<file path="src/rtl/cmd_match_fifo.sv">
// Keyword matcher for a UART byte stream that queues one ASCII result code per hit or unmatched line.
// Define CASE_FOLD_EN to fold uppercase data bytes to lowercase before comparison.
module cmd_match_fifo #(
    parameter int                          NUM_KW     = 3,
    parameter int                          MAX_LEN    = 5,
    // Byte 0 of each keyword sits in the low bits, hence the reversed literals.
    parameter logic [NUM_KW*MAX_LEN*8-1:0] KW_TABLE   = {"zstih", 8'h00, "pots", "trats"},
    parameter logic [NUM_KW*4-1:0]         KW_LEN     = {4'd5, 4'd4, 4'd5},
    parameter int                          MODE       = 0,
    parameter int                          FIFO_DEPTH = 4
) (
    input  logic       clk,
    input  logic       rst,
    input  logic       valid,
    input  logic [7:0] recv_data,
    output logic [7:0] tx_data,
    output logic       tx_valid,
    input  logic       tx_ready,
    output logic [7:0] drop_cnt
);
    localparam int         AW      = $clog2(FIFO_DEPTH);
    localparam logic [AW:0] PTR_ONE = 1;

    logic       r_in_valid;
    logic [7:0] r_in_byte;
    logic [3:0] r_pos [NUM_KW];
    logic       r_line_nonempty;
    logic       r_line_hit;
    logic [3:0] r_last_hit;
    logic [7:0] r_mem [FIFO_DEPTH];
    logic [AW:0] r_wptr;
    logic [AW:0] r_rptr;
    logic [7:0] r_drop_cnt;

    logic       w_is_term;
    logic       w_term;
    logic       w_data;
    logic [7:0] w_byte;
    logic [3:0] w_cand [NUM_KW];
    logic [3:0] w_pos_next [NUM_KW];
    logic [NUM_KW-1:0] w_hit_vec;
    logic       w_hit_any;
    logic [3:0] w_hit_idx;
    logic       w_push;
    logic [7:0] w_push_code;
    logic       w_empty;
    logic       w_full;
    logic       w_pop;
    logic       w_wr;
    logic       w_drop;

    function automatic logic [7:0] kw_byte(input int k, input logic [3:0] j);
        kw_byte = 8'h00;
        for (int i = 0; i < MAX_LEN; i++) begin
            if (j == i[3:0]) kw_byte = KW_TABLE[(k*MAX_LEN+i)*8 +: 8];
        end
    endfunction

    assign w_is_term = (r_in_byte == 8'h0D) || (r_in_byte == 8'h0A);
    assign w_term    = r_in_valid && w_is_term;
    assign w_data    = r_in_valid && !w_is_term;

`ifdef CASE_FOLD_EN
    assign w_byte = ((r_in_byte >= 8'h41) && (r_in_byte <= 8'h5A)) ? (r_in_byte + 8'h20) : r_in_byte;
`else
    assign w_byte = r_in_byte;
`endif

    always_comb begin
        w_hit_vec = '0;
        for (int k = 0; k < NUM_KW; k++) begin
            w_cand[k] = 4'd0;
            if (w_byte == kw_byte(k, r_pos[k])) w_cand[k] = r_pos[k] + 4'd1;
            else if (w_byte == KW_TABLE[k*MAX_LEN*8 +: 8]) w_cand[k] = 4'd1;
            w_hit_vec[k]  = w_data && (w_cand[k] == KW_LEN[k*4 +: 4]);
            w_pos_next[k] = w_hit_vec[k] ? 4'd0 : w_cand[k];
        end
    end

    // Descending scan so the lowest-index hit wins.
    always_comb begin
        w_hit_idx = 4'd0;
        for (int k = NUM_KW - 1; k >= 0; k--) begin
            if (w_hit_vec[k]) w_hit_idx = k[3:0];
        end
    end
    assign w_hit_any = |w_hit_vec;

    always_comb begin
        w_push      = 1'b0;
        w_push_code = 8'h30;
        if (MODE == 0) begin
            if (w_hit_any) begin
                w_push      = 1'b1;
                w_push_code = 8'h31 + {4'h0, w_hit_idx};
            end else if (w_term && r_line_nonempty && !r_line_hit) begin
                w_push = 1'b1;
            end
        end else begin
            if (w_term && r_line_nonempty) begin
                w_push = 1'b1;
                if (r_line_hit) w_push_code = 8'h31 + {4'h0, r_last_hit};
            end
        end
    end

    assign w_empty  = (r_wptr == r_rptr);
    assign w_full   = (r_wptr[AW] != r_rptr[AW]) && (r_wptr[AW-1:0] == r_rptr[AW-1:0]);
    assign w_pop    = tx_valid && tx_ready;
    assign w_wr     = w_push && (!w_full || w_pop);
    assign w_drop   = w_push && w_full && !w_pop;
    assign tx_valid = !w_empty;
    assign tx_data  = r_mem[r_rptr[AW-1:0]];
    assign drop_cnt = r_drop_cnt;

    always_ff @(posedge clk) begin
        if (rst) begin
            r_in_valid      <= 1'b0;
            r_in_byte       <= 8'h00;
            r_line_nonempty <= 1'b0;
            r_line_hit      <= 1'b0;
            r_last_hit      <= 4'd0;
            r_wptr          <= '0;
            r_rptr          <= '0;
            r_drop_cnt      <= 8'h00;
            for (int k = 0; k < NUM_KW; k++) r_pos[k] <= 4'd0;
            for (int i = 0; i < FIFO_DEPTH; i++) r_mem[i] <= 8'h00;
        end else begin
            r_in_valid <= valid;
            r_in_byte  <= recv_data;
            if (w_term) begin
                r_line_nonempty <= 1'b0;
                r_line_hit      <= 1'b0;
                r_last_hit      <= 4'd0;
                for (int k = 0; k < NUM_KW; k++) r_pos[k] <= 4'd0;
            end else if (w_data) begin
                r_line_nonempty <= 1'b1;
                for (int k = 0; k < NUM_KW; k++) r_pos[k] <= w_pos_next[k];
                if (w_hit_any) begin
                    r_line_hit <= 1'b1;
                    r_last_hit <= w_hit_idx;
                end
            end
            if (w_wr) begin
                r_mem[r_wptr[AW-1:0]] <= w_push_code;
                r_wptr                <= r_wptr + PTR_ONE;
            end
            if (w_pop) r_rptr <= r_rptr + PTR_ONE;
            if (w_drop && (r_drop_cnt != 8'hFF)) r_drop_cnt <= r_drop_cnt + 8'h01;
        end
    end
endmodule

</file>
<file path="config.mk">
export PLATFORM = sky130hd
export DESIGN_NAME = cmd_match_fifo
export DESIGN_NICKNAME = d
export VERILOG_FILES = /design/src/rtl/cmd_match_fifo.sv
export SDC_FILE = /design/constraint.sdc
export NUM_CORES = 1
export LEC_CHECK = 0
export BUFFER_PORTS_ARGS = -buffer_cell sky130_fd_sc_hd__buf_2
export CORE_MARGIN = 2
export CORE_UTILIZATION = 50
export DETAILED_ROUTE_END_ITERATION = 7
export PLACE_DENSITY = 0.8
export REMOVE_ABC_BUFFERS = 1
export SETUP_SLACK_MARGIN = 0.5
export SLEW_MARGIN = 30
export SYNTH_ARGS = -nofsm -noshare
export SYNTH_HDL_FRONTEND = slang
export SYNTH_SLANG_ARGS = --single-unit
</file>
<file path="constraint.sdc">
create_clock -name clk -period 6.1 [get_ports clk]
set_clock_uncertainty 0.15 [all_clocks]
set_input_delay 0.305 -clock clk [delete_from_list [all_inputs] [get_ports clk]]
set_output_delay 0.305 -clock clk [all_outputs]
set_load 0.03 [all_outputs]
</file>
==> run summary, run 1 <==
Grt total ovfl = 0
CP max FO = 9
Yosys warns = 0
Main combinational cell family by area after synthesis = simple AND/OR/NAND/NOR gates
CP Class = reg -> reg
Compound-Gate Fraction of Synth Area = 0.146
Peak supply drop = 0.000176 V
Crit start category = register
H-Tree Depth = 2
Final worst path period need = 3.67 ns
Die width = 87.7 um
Number of enable flip-flop cells after synthesis = 28
Routed vias = 2658
Dpl ws = 2.46 ns
FP Rows = 30
Die Area = 7690 um2
Dominant cell type by area after synthesis = edfxtp_1
Post-CTS Hold Fix Bufs = 0
Crit share post-route = 0.601
CP most frequent cell = o21ai_0
Initial antenna violation count = 0
I/O pin total = 29
Synthesized area = 3500 um2
Fmax = 0.273 GHz
Final std cells w/o fill = 482
Post-DR wirelength/cell = 13.8 um
CTS tree = yes
P_leak = 1.46 nW
Most frequent cell after synthesis = nor2_1
Gpl congestion = 0.923
Synth Area per Inst = 9.47 um2
Post-route setup slack = 2.43 ns
Worst EP arrival = 3.48 ns
Root Buffer = clkbuf_8
Final net count = 413
Mux cell area share after synthesis = 0.0507
Synth cell count leaders = nor2_1 (42), edfxtp_1 (28), dfxtp_1 (27)
Fraction of registers with async set or reset after synthesis = 0
Ranking of synthesized cells by area = edfxtp_1 (24%), dfxtp_1 (15%), ha_1 (5.7%), nor2_1 (4.5%), nor2b_1 (3.9%)
CP endpoint kind = register
Outcome = complete, no violations
Max-slew violations = 0
Share of layout cells above drive strength 1 = 0.145
ANT nets after route = 0
#FFs+latches synth = 55
Worst-path clk slew = 0.10 ns
Max Cap Viol = 0
RSZ-0062 raised after global routing = false
Slowest-stage cell, CP = o41ai_4
WP data required = 5.91 ns
HPWL Detailed = 5050 um
# DRC = 0
Vias in the first global route = 2511
Synth unique cells = 67
Setup_tns = 0 ns
Synth Area in Adders = 0.0571
Clock buffer count from CTS = 5
First-pass GRT wire length = 11400 um
Total GRT Usage = 0.185
Post-CTS setup buffer count = 0
Total power = 0.707 mW
Crit-path cells = inv_1 -> ha_1 -> or2_2 -> a21oi_1 -> or3_1 -> nand4_1 -> o41ai_4 -> o21ai_0 -> o21ai_0
1st-pass router iterations = 4
Clock sink total = 55
Max clock buf depth = 2
Hold Path Class = in -> reg
Violation count after the first detailed-route iteration = 181
Setup violators final = 0
Relative slew slack = 0.596
Final hold violations = 0
Post-synthesis sequential area ratio = 0.394
Post-synth top flop = edfxtp_1
Final Routed Wirelength = 6630 um
Area fraction of the dominant cell type after synthesis = 0.240
Post-Synthesis Cells = 370
Pin count of the biggest net entering global routing = 34
IO buf count = 25
Clk_lat worst skew = 0.31 ns
Synth Area in XOR/XNOR = 0.0400
Via density = 5.51
Slew @ Worst Pin = 0.603 ns
Inst Count DP = 474
Synth-to-Final Area Change = 6.93%
Final core utilization = 0.551
Diode count = 0
Simple-Gate Fraction of Synth Area = 0.255
Power Density = 189 nW/um2
CTS resizes = 0
Max stage delay on crit path = 0.71 ns
Initial core utilization = 0.516
Core area = 6790 um2
Die extent in y = 87.7 um
[cell usage in the layout (no fill, tap or decap), types with 6 or more instances in the layout]
cell type and count:
a21oi_1 12, and3_1 6, buf_2 25, dfxtp_1 27, edfxtp_1 28, ha_1 16
inv_1 23, nand2_1 21, nand2b_1 6, nand3_1 15, nor2_1 42, nor2b_1 22
nor3_1 13, nor4b_1 6, o21ai_0 12, xnor2_1 7, xor2_1 9
[metrics by stage]
stage / hold slack, ns / cell area, um2
after floorplan: 0.224 / 3400
after global placement: 0.293 / 3650
after detailed placement: 0.304 / 3650
after CTS: 0.0463 / 3750
after global routing: 0.0486 / 3750
final: 0.0533 / 3750
[worst max-delay path: cells and delay by family (launching register included)]
family / cells / cell delay, ns
AOI/OAI and AO/OA: 4 / 1.68
DFF: 1 / 0.46
and+or+nand+nor: 3 / 0.68
adders and majority gates: 1 / 0.26
buffers and inverters: 1 / 0.10
[cells by family after synthesis]
kind of cell    after synthesis
compound gates               63
xor+xnor                     16
fa+ha+maj                    16
buf+inv                      42
flops                        55
mux                          12
other cells                   1
simple gates                165
[state kept, by name, indices dropped and copies added, names as in the netlist, named ones only]
name,cells
r_line_nonempty,1
r_mem,16
r_line_hit,1
r_wptr,3
r_in_valid,1
r_rptr,3
r_in_byte,8
drop_cnt,8
r_pos,12
[worst paths after layout]
check,from,endpoint,slack (ns),cells past startpoint
setup / recovery,r_pos[0][0],r_mem[3][1],2.43,9
hold / removal,recv_data[7],r_in_byte[7],0.05,2
setup reg to reg,r_pos[0][0],r_mem[3][1],2.43,9
hold reg to reg,r_line_nonempty,r_line_nonempty,0.33,1
[area by class of cell]
class                           instances  area, um2
Clock buffer                            5       68.8
Clock inverter                          3       27.5
Multi-Input combinational cell        275       1940
Sequential cell                        55       1380
Tap cell                               96        120
Inverter                               23       86.3
Timing Repair Buffer                   25        125
Fill cell                             597       3050
[power by group]
part / switching, mW / internal [mW]
Combinational: 0.0501 / 0.0342
Clock: 0.123 / 0.0845
Sequential: 0.0162 / 0.399
Total: 0.190 / 0.518
[metal layers]
| metal | global-route usage | part of all wire |
|---|---|---|
| met5 | 0 | 0 |
| met4 | 0.0517 | 0.016 |
| met1 | 0.245 | 0.48 |
| met3 | 0.0349 | 0.043 |
| met2 | 0.311 | 0.47 |
(Power assumes the default switching activity.)
==> run 2: changes to the inputs <==
==> constraint.sdc (replaced) <==
create_clock -name clk -period 3.4 [get_ports clk]
set_clock_uncertainty 0.15 [all_clocks]
set_input_delay 0.17 -clock clk [delete_from_list [all_inputs] [get_ports clk]]
set_output_delay 0.17 -clock clk [all_outputs]
set_load 0.03 [all_outputs]
==> run 2 against run 1 <==
Wire length rose by 32%; count of clock-buffer cells in the layout unchanged; cell count up 9.3%; sequential cell count is the same; via count rose by 17%; utilization up 8.5 points; global-route usage up 4.8 points; critical path depth up 2; first-iteration DRC count rose by 62%; hold slack worse by 0.031 ns; fmax up 13%; largest power group unchanged.
==> run summary, run 2 (synthesized netlist as in run 1, its figures left out) <==
Hold Slack = 0.0219 ns (-0.0314 ns)
Worst-path clk slew = 0.11 ns (about the same)
First-pass GRT wire length = 14200 um (+25%)
Gpl congestion = 0.958 (+3.7%)
CP endpoint kind = register
Fmax = 0.307 GHz (+13%)
Max reg flops = 16 (unchanged)
Die Area = 7690 um2 (unchanged)
Synth-to-Final Area Change = 23.5%
Dpl ws = -0.0161 ns (-2.48 ns)
Largest regs = r_mem: 16 flops, r_pos: 12 flops
Commonest non-fill, non-tap cell in the layout = nor2_1
P_leak = 1.70 nW (+16%)
Clk_lat worst skew = 0.32 ns (about the same)
I/O pin total = 29 (unchanged)
Core area = 6790 um2 (unchanged)
Slowest-stage cell, CP = or4b_4
CTS tree = yes
Clock buffer count from CTS = 5 (unchanged)
Top reg by flops = r_mem
Violation count after the first detailed-route iteration = 293 (+62%)
Fill count = 538 (-9.9%)
Crit-path cells = inv_2 -> ha_2 -> or4b_4 -> a211oi_2 -> a221oi_2 -> or4_4 -> o41ai_4 -> buf_4 -> buf_6 -> o2111ai_4 -> nand2_2
Die extent in y = 87.7 um (unchanged)
Max clock buf depth = 2 (unchanged)
Diode count = 0 (unchanged)
Vias in the first global route = 3046 (+21%)
IO buf count = 25 (unchanged)
Pin count of the biggest net entering global routing = 20 (-41%)
Crit share post-route = 0.957 (+0.356)
Relative slew slack = 0.555 (-0.0416)
ANT nets after route = 0 (unchanged)
RSZ-0062 raised after global routing = true
Final net count = 458 (+11%)
FP Rows = 30 (unchanged)
Setup violators final = 0 (unchanged)
Grt total ovfl = 0 (unchanged)
Final worst path period need = 3.25 ns (-0.415 ns)
CP Class = reg -> reg
Post-route setup slack = 0.146 ns (-2.29 ns)
Final hold violations = 0 (unchanged)
Via density = 5.89 (+6.8%)
Max stage delay on crit path = 0.54 ns (-0.17 ns)
Hold Path Class = in -> reg
H-Tree Depth = 2 (unchanged)
Worst EP arrival = 3.15 ns (-0.33 ns)
Outcome = complete, no violations
WP data required = 3.29 ns (-2.62 ns)
Max-slew violations = 0 (unchanged)
Power Density = 313 nW/um2 (+66%)
Root Buffer = clkbuf_8
Total power = 1.35 mW (+91%)
Commonest cells after routing, fill and taps aside = nor2_1 (41), buf_4 (28), edfxtp_1 (28)
Total GRT Usage = 0.233 (+0.0483)
Post-DR wirelength/cell = 16.6 um (+21%)
Routed vias = 3104 (+17%)
HPWL Detailed = 5330 um (+5.6%)
Share of layout cells above drive strength 1 = 0.285 (+0.140)
Crit start category = register
CP max FO = 5 (-4)
Initial core utilization = 0.516 (unchanged)
Slew @ Worst Pin = 0.666 ns (+0.0625 ns)
Max Cap Viol = 0 (unchanged)
Initial antenna violation count = 0 (unchanged)
1st-pass router iterations = 7 (+3)
# DRC = 0 (unchanged)
Clock sink total = 55 (unchanged)
Final Routed Wirelength = 8770 um (+32%)
Peak supply drop = 0.000291 V (+65%)
Die width = 87.7 um (unchanged)
==> run 2: stage by stage <==
stage	instances	setup TNS, ns	utilization	instance area (um2)
after floorplan	353	0	-	3400
after global placement	485	0	0.549	3730
after detailed placement	485	-0.0888	0.549	3730
after CTS	523	0	0.620	4210
after global routing	527	0	0.637	4330
final	527	0	0.637	4330
==> run 2: area by class of cell <==
class	count	area, um2	share of cell area
Timing Repair Buffer	69	504	0.117
Clock buffer	5	68.8	0.0159
Tap cell	96	120	0.0278
Sequential cell	55	1380	0.320
Clock inverter	3	27.5	0.00636
Multi-Input combinational cell	276	2140	0.494
Inverter	23	86.3	0.0200
==> run 2: routing by layer <==
| metal | global-route usage | vias up | wire length, um |
|---|---|---|---|
| li1 | - | 1451 | - |
| met1 | 0.300 | 1495 | 3620 |
| met2 | 0.388 | 132 | 4450 |
| met3 | 0.0405 | 26 | 486 |
| met4 | 0.0979 | 0 | 211 |
| met5 | 0 | - | 0 |
==> run 2: path summary, 6_finish.rpt <==
check,startpoint,end,slack (ns),cells after the start
setup / recovery,r_pos[0][5],r_mem[2][0],0.15,11
hold / removal,tx_ready,register,0.02,3
hold reg to reg,r_line_nonempty,r_line_nonempty,0.33,1
setup reg to reg,r_pos[0][5],r_mem[2][0],0.15,11
==> run 2: power breakdown <==
| group | internal, mW | switching [mW] | leakage [nW] |
|---|---|---|---|
| clock network | 0.153 | 0.249 | 0.0467 |
| registers | 0.716 | 0.0277 | 0.513 |
| logic | 0.0920 | 0.116 | 1.14 |
==> run 2: critical path, delay by kind of cell (launching register included) <==
| kind | cells | cell delay [ns] |
|---|---|---|
| compound gates | 4 | 0.51 |
| fa+ha+maj | 1 | 0.19 |
| buf+inv | 3 | 0.41 |
| flops | 1 | 0.51 |
| simple gates | 3 | 1.20 |
==> run 2: timing repair <==
| item | 4_1_cts | 5_1_grt |
|---|---|---|
| gates resized for setup | 33 | 16 |
| setup buffers | 20 | 4 |
| gates cloned | 1 | 0 |
| hold endpoints to repair | 9 | 0 |
| pin swaps | 19 | 6 |
| hold buffers | 9 | 0 |
| setup endpoints to repair | 44 | 44 |
==> run 3: changes to the inputs <==
--- a/config.mk
+++ b/config.mk
@@ -5,11 +5,14 @@
 export SDC_FILE = /design/constraint.sdc
 export NUM_CORES = 1
 export LEC_CHECK = 0
+export ABC_AREA = 1
 export BUFFER_PORTS_ARGS = -buffer_cell sky130_fd_sc_hd__buf_2
 export CORE_MARGIN = 2
 export CORE_UTILIZATION = 50
+export CTS_BUF_LIST = sky130_fd_sc_hd__clkbuf_2 sky130_fd_sc_hd__clkbuf_4 sky130_fd_sc_hd__clkbuf_8
+export CTS_CLUSTER_SIZE = 8
 export DETAILED_ROUTE_END_ITERATION = 7
-export PLACE_DENSITY = 0.8
+export PLACE_DENSITY = 0.79
 export REMOVE_ABC_BUFFERS = 1
 export SETUP_SLACK_MARGIN = 0.5
 export SLEW_MARGIN = 30
==> run 3 against run 2 <==
Synthesized area is 3.4% higher; register-to-register slack better by 0.39 ns; utilization is 3.4 points lower; sequential share of layout area is 0.13 points higher; sequential power is 1% higher; critical path depth is 6 higher; non-clock buffer count is 22 lower; wire length is 10% lower; critical path type unchanged.
==> run summary, run 3 <==
Final net count = 562 (+23%)
Setup violators final = 0 (unchanged)
Final core utilization = 0.603 (-0.0336)
Fraction of registers with async set or reset after synthesis = 0 (unchanged)
Final Routed Wirelength = 7870 um (-10%)
Crit-path cells = buf_6 -> ha_4 -> nor2_2 -> nand3_2 -> nand2_1 -> nand2_1 -> nand2_2 -> nand3_4 -> o21ai_2 -> nand2_2 -> inv_2 -> nand2_4 -> nand4_4 -> nand3_4 -> nor2_4 -> nand2_2 -> nand2_4
Violation count after the first detailed-route iteration = 295 (+0.68%)
Synth Area per Inst = 7.46 um2 (-21%)
Clk_lat worst skew = 0.31 ns (about the same)
Yosys warns = 0 (unchanged)
Setup_tns = 0 ns (unchanged)
Power Density = 333 nW/um2 (+6.4%)
Cell depth of the worst flop-to-flop path = 17 (+6)
Final hold violations = 0 (unchanged)
Outcome = complete, no violations
Commonest cells after routing, fill and taps aside = inv_1 (77), nand2_1 (75), nor2_1 (60)
Post-synthesis sequential area ratio = 0.381 (-0.0131)
HPWL Detailed = 5770 um (+8.3%)
Max-slew violations = 0 (unchanged)
CP Class = reg -> reg
Share of layout cells above drive strength 1 = 0.239 (-0.0461)
Top reg by flops = r_mem
Max Cap Viol = 0 (unchanged)
Hold Path Class = in -> reg
Synth unique cells = 34 (-49%)
Die Area = 7940 um2 (+3.3%)
Max reg flops = 16 (unchanged)
First-pass GRT wire length = 12500 um (-12%)
Pin count of the biggest net entering global routing = 21 (+5.0%)
Ranking of synthesized cells by area = edfxtp_1 (23%), dfxtp_1 (15%), nand2_1 (9.2%), inv_1 (8.6%), nor2_1 (6.4%)
Post-Synthesis Cells = 486 (+31%)
Most frequent cell after synthesis = nand2_1
Clock buffer count from CTS = 5 (unchanged)
Post-DR wirelength/cell = 12.4 um (-25%)
Peak supply drop = 0.000342 V (+18%)
1st-pass router iterations = 5 (-2)
FP Rows = 31 (+3.3%)
CP most frequent cell = nand2_2
P_leak = 2.00 nW (+17%)
Core area = 7140 um2 (+5.0%)
Hold depth = 2 (-1)
Initial core utilization = 0.508 (-0.00794)
ANT nets after route = 0 (unchanged)
Final worst path period need = 2.86 ns (-0.394 ns)
Relative slew slack = 0.482 (-0.0727)
CP max FO = 5 (unchanged)
Slowest-stage cell, CP = edfxtp_1
IO buf count = 25 (unchanged)
Worst-path clk slew = 0.10 ns (about the same)
Post-synth top flop = edfxtp_1
Largest regs = r_mem: 16 flops, r_pos: 12 flops
Synthesized area = 3620 um2 (+3.4%)
Root Buffer = clkbuf_8
H-Tree Depth = 2 (unchanged)
Via density = 5.15 (-13%)
CP endpoint kind = register
Die width = 89.1 um (+1.6%)
Crit share post-route = 0.841 (-0.116)
Max stage delay on crit path = 0.49 ns (-0.05 ns)
Dominant cell type by area after synthesis = edfxtp_1
Area fraction of the dominant cell type after synthesis = 0.232 (-0.00796)
Diode count = 0 (unchanged)
Total GRT Usage = 0.196 (-0.0371)
CTS tree = yes
WP data required = 3.28 ns (about the same)
Grt total ovfl = 0 (unchanged)
I/O pin total = 29 (unchanged)
Clock sink total = 55 (unchanged)
Max clock buf depth = 2 (unchanged)
Synth-to-Final Area Change = 18.8%
Worst EP arrival = 2.74 ns (-0.41 ns)
Slew @ Worst Pin = 0.776 ns (+0.110 ns)
Number of enable flip-flop cells after synthesis = 28 (unchanged)
Initial antenna violation count = 0 (unchanged)
Commonest non-fill, non-tap cell in the layout = inv_1
Gpl congestion = 0.894 (-6.6%)
Crit start category = register
Fmax = 0.350 GHz (+14%)
#FFs+latches synth = 55 (unchanged)
Total power = 1.43 mW (+5.8%)
Die extent in y = 89.1 um (+1.6%)
Vias in the first global route = 2912 (-4.4%)
Synth cell count leaders = nand2_1 (89), inv_1 (83), nor2_1 (62)
# DRC = 0 (unchanged)
Routed vias = 3265 (+5.2%)
RSZ-0062 raised after global routing = true
## run 3: cell types whose count changed after synthesis, moves of 6 or more
cell / before / now
and3_1: 6 / 0
inv_1: 23 / 83
inv_2: 0 / 11
nand2_1: 21 / 89
nand2_2: 0 / 7
nand2b_1: 6 / 0
nand3_1: 15 / 40
nand4_1: 3 / 11
nor2_1: 42 / 62
nor2_4: 0 / 6
nor2b_1: 22 / 0
nor4b_1: 6 / 0
## run 3: what timing repair did
| item | in CTS | in global routing |
|---|---|---|
| setup buffers | 4 | 8 |
| hold buffers | 9 | 0 |
| resized for setup | 19 | 31 |
| setup endpoints to repair | 16 | 41 |
| pin swaps | 6 | 12 |
| hold endpoints to repair | 9 | 0 |
## run 3: worst paths after layout
path          startpoint           end  slack [ns]
min reg2reg    r_rptr[2]     r_rptr[2]        0.33
max reg2reg  r_pos[0][9]   r_mem[1][1]        0.54
min                  rst  r_in_byte[6]        0.02
max          r_pos[0][9]   r_mem[1][1]        0.54
## run 3: area by class of cell
| class | instances | area, um2 |
|---|---|---|
| Timing Repair Buffer | 47 | 317 |
| Inverter | 94 | 353 |
| Clock buffer | 5 | 68.8 |
| Tap cell | 99 | 124 |
| Sequential cell | 55 | 1380 |
| Multi-Input combinational cell | 331 | 2030 |
| Clock inverter | 3 | 27.5 |
| Fill cell | 625 | 2830 |
## run 3: metal layers
metal	wire length (um)	GRT usage
met1	3410	0.252
met2	3980	0.349
met3	377	0.0277
met4	93	0.0461
met5	0	0
## run 3: kinds of logic after synthesis
logic type / count (synthesis) / synth area share
AO/OA/AOI/OAI: 47 / 0.0725
flip-flops: 55 / 0.381
other: 1 / 0.00103
buffers and inverters: 102 / 0.110
XOR/XNOR: 9 / 0.0218
AND/OR/NAND/NOR: 256 / 0.358
adder cells (fa/ha/maj): 16 / 0.0552
## run 3: critical path, delay by kind of cell, from the launching register on
| kind | cells | cell delay [ns] |
|---|---|---|
| compound gates | 1 | 0.17 |
| buf+inv | 2 | 0.25 |
| simple gates | 13 | 1.31 |
| fa+ha+maj | 1 | 0.17 |
| flops | 1 | 0.49 |
## run 3: per-stage QoR
stage	cell area (um2)	std cells	setup slack, ns	hold slack (ns)
6_report	4310	634	0.541	0.0246
4_1_cts	4140	626	0.501	0.0139
2_1_floorplan	3590	480	0.702	0.0912
5_1_grt	4310	634	0.386	0.0312
3_5_place_dp	3840	605	0.333	0.227
3_3_place_gp	3840	605	0.452	0.219
## run 3: power breakdown
group	switching [mW]	internal (mW)	total [mW]
Sequential	0.0313	0.722	0.754
Combinational	0.192	0.104	0.296
Clock	0.230	0.153	0.383
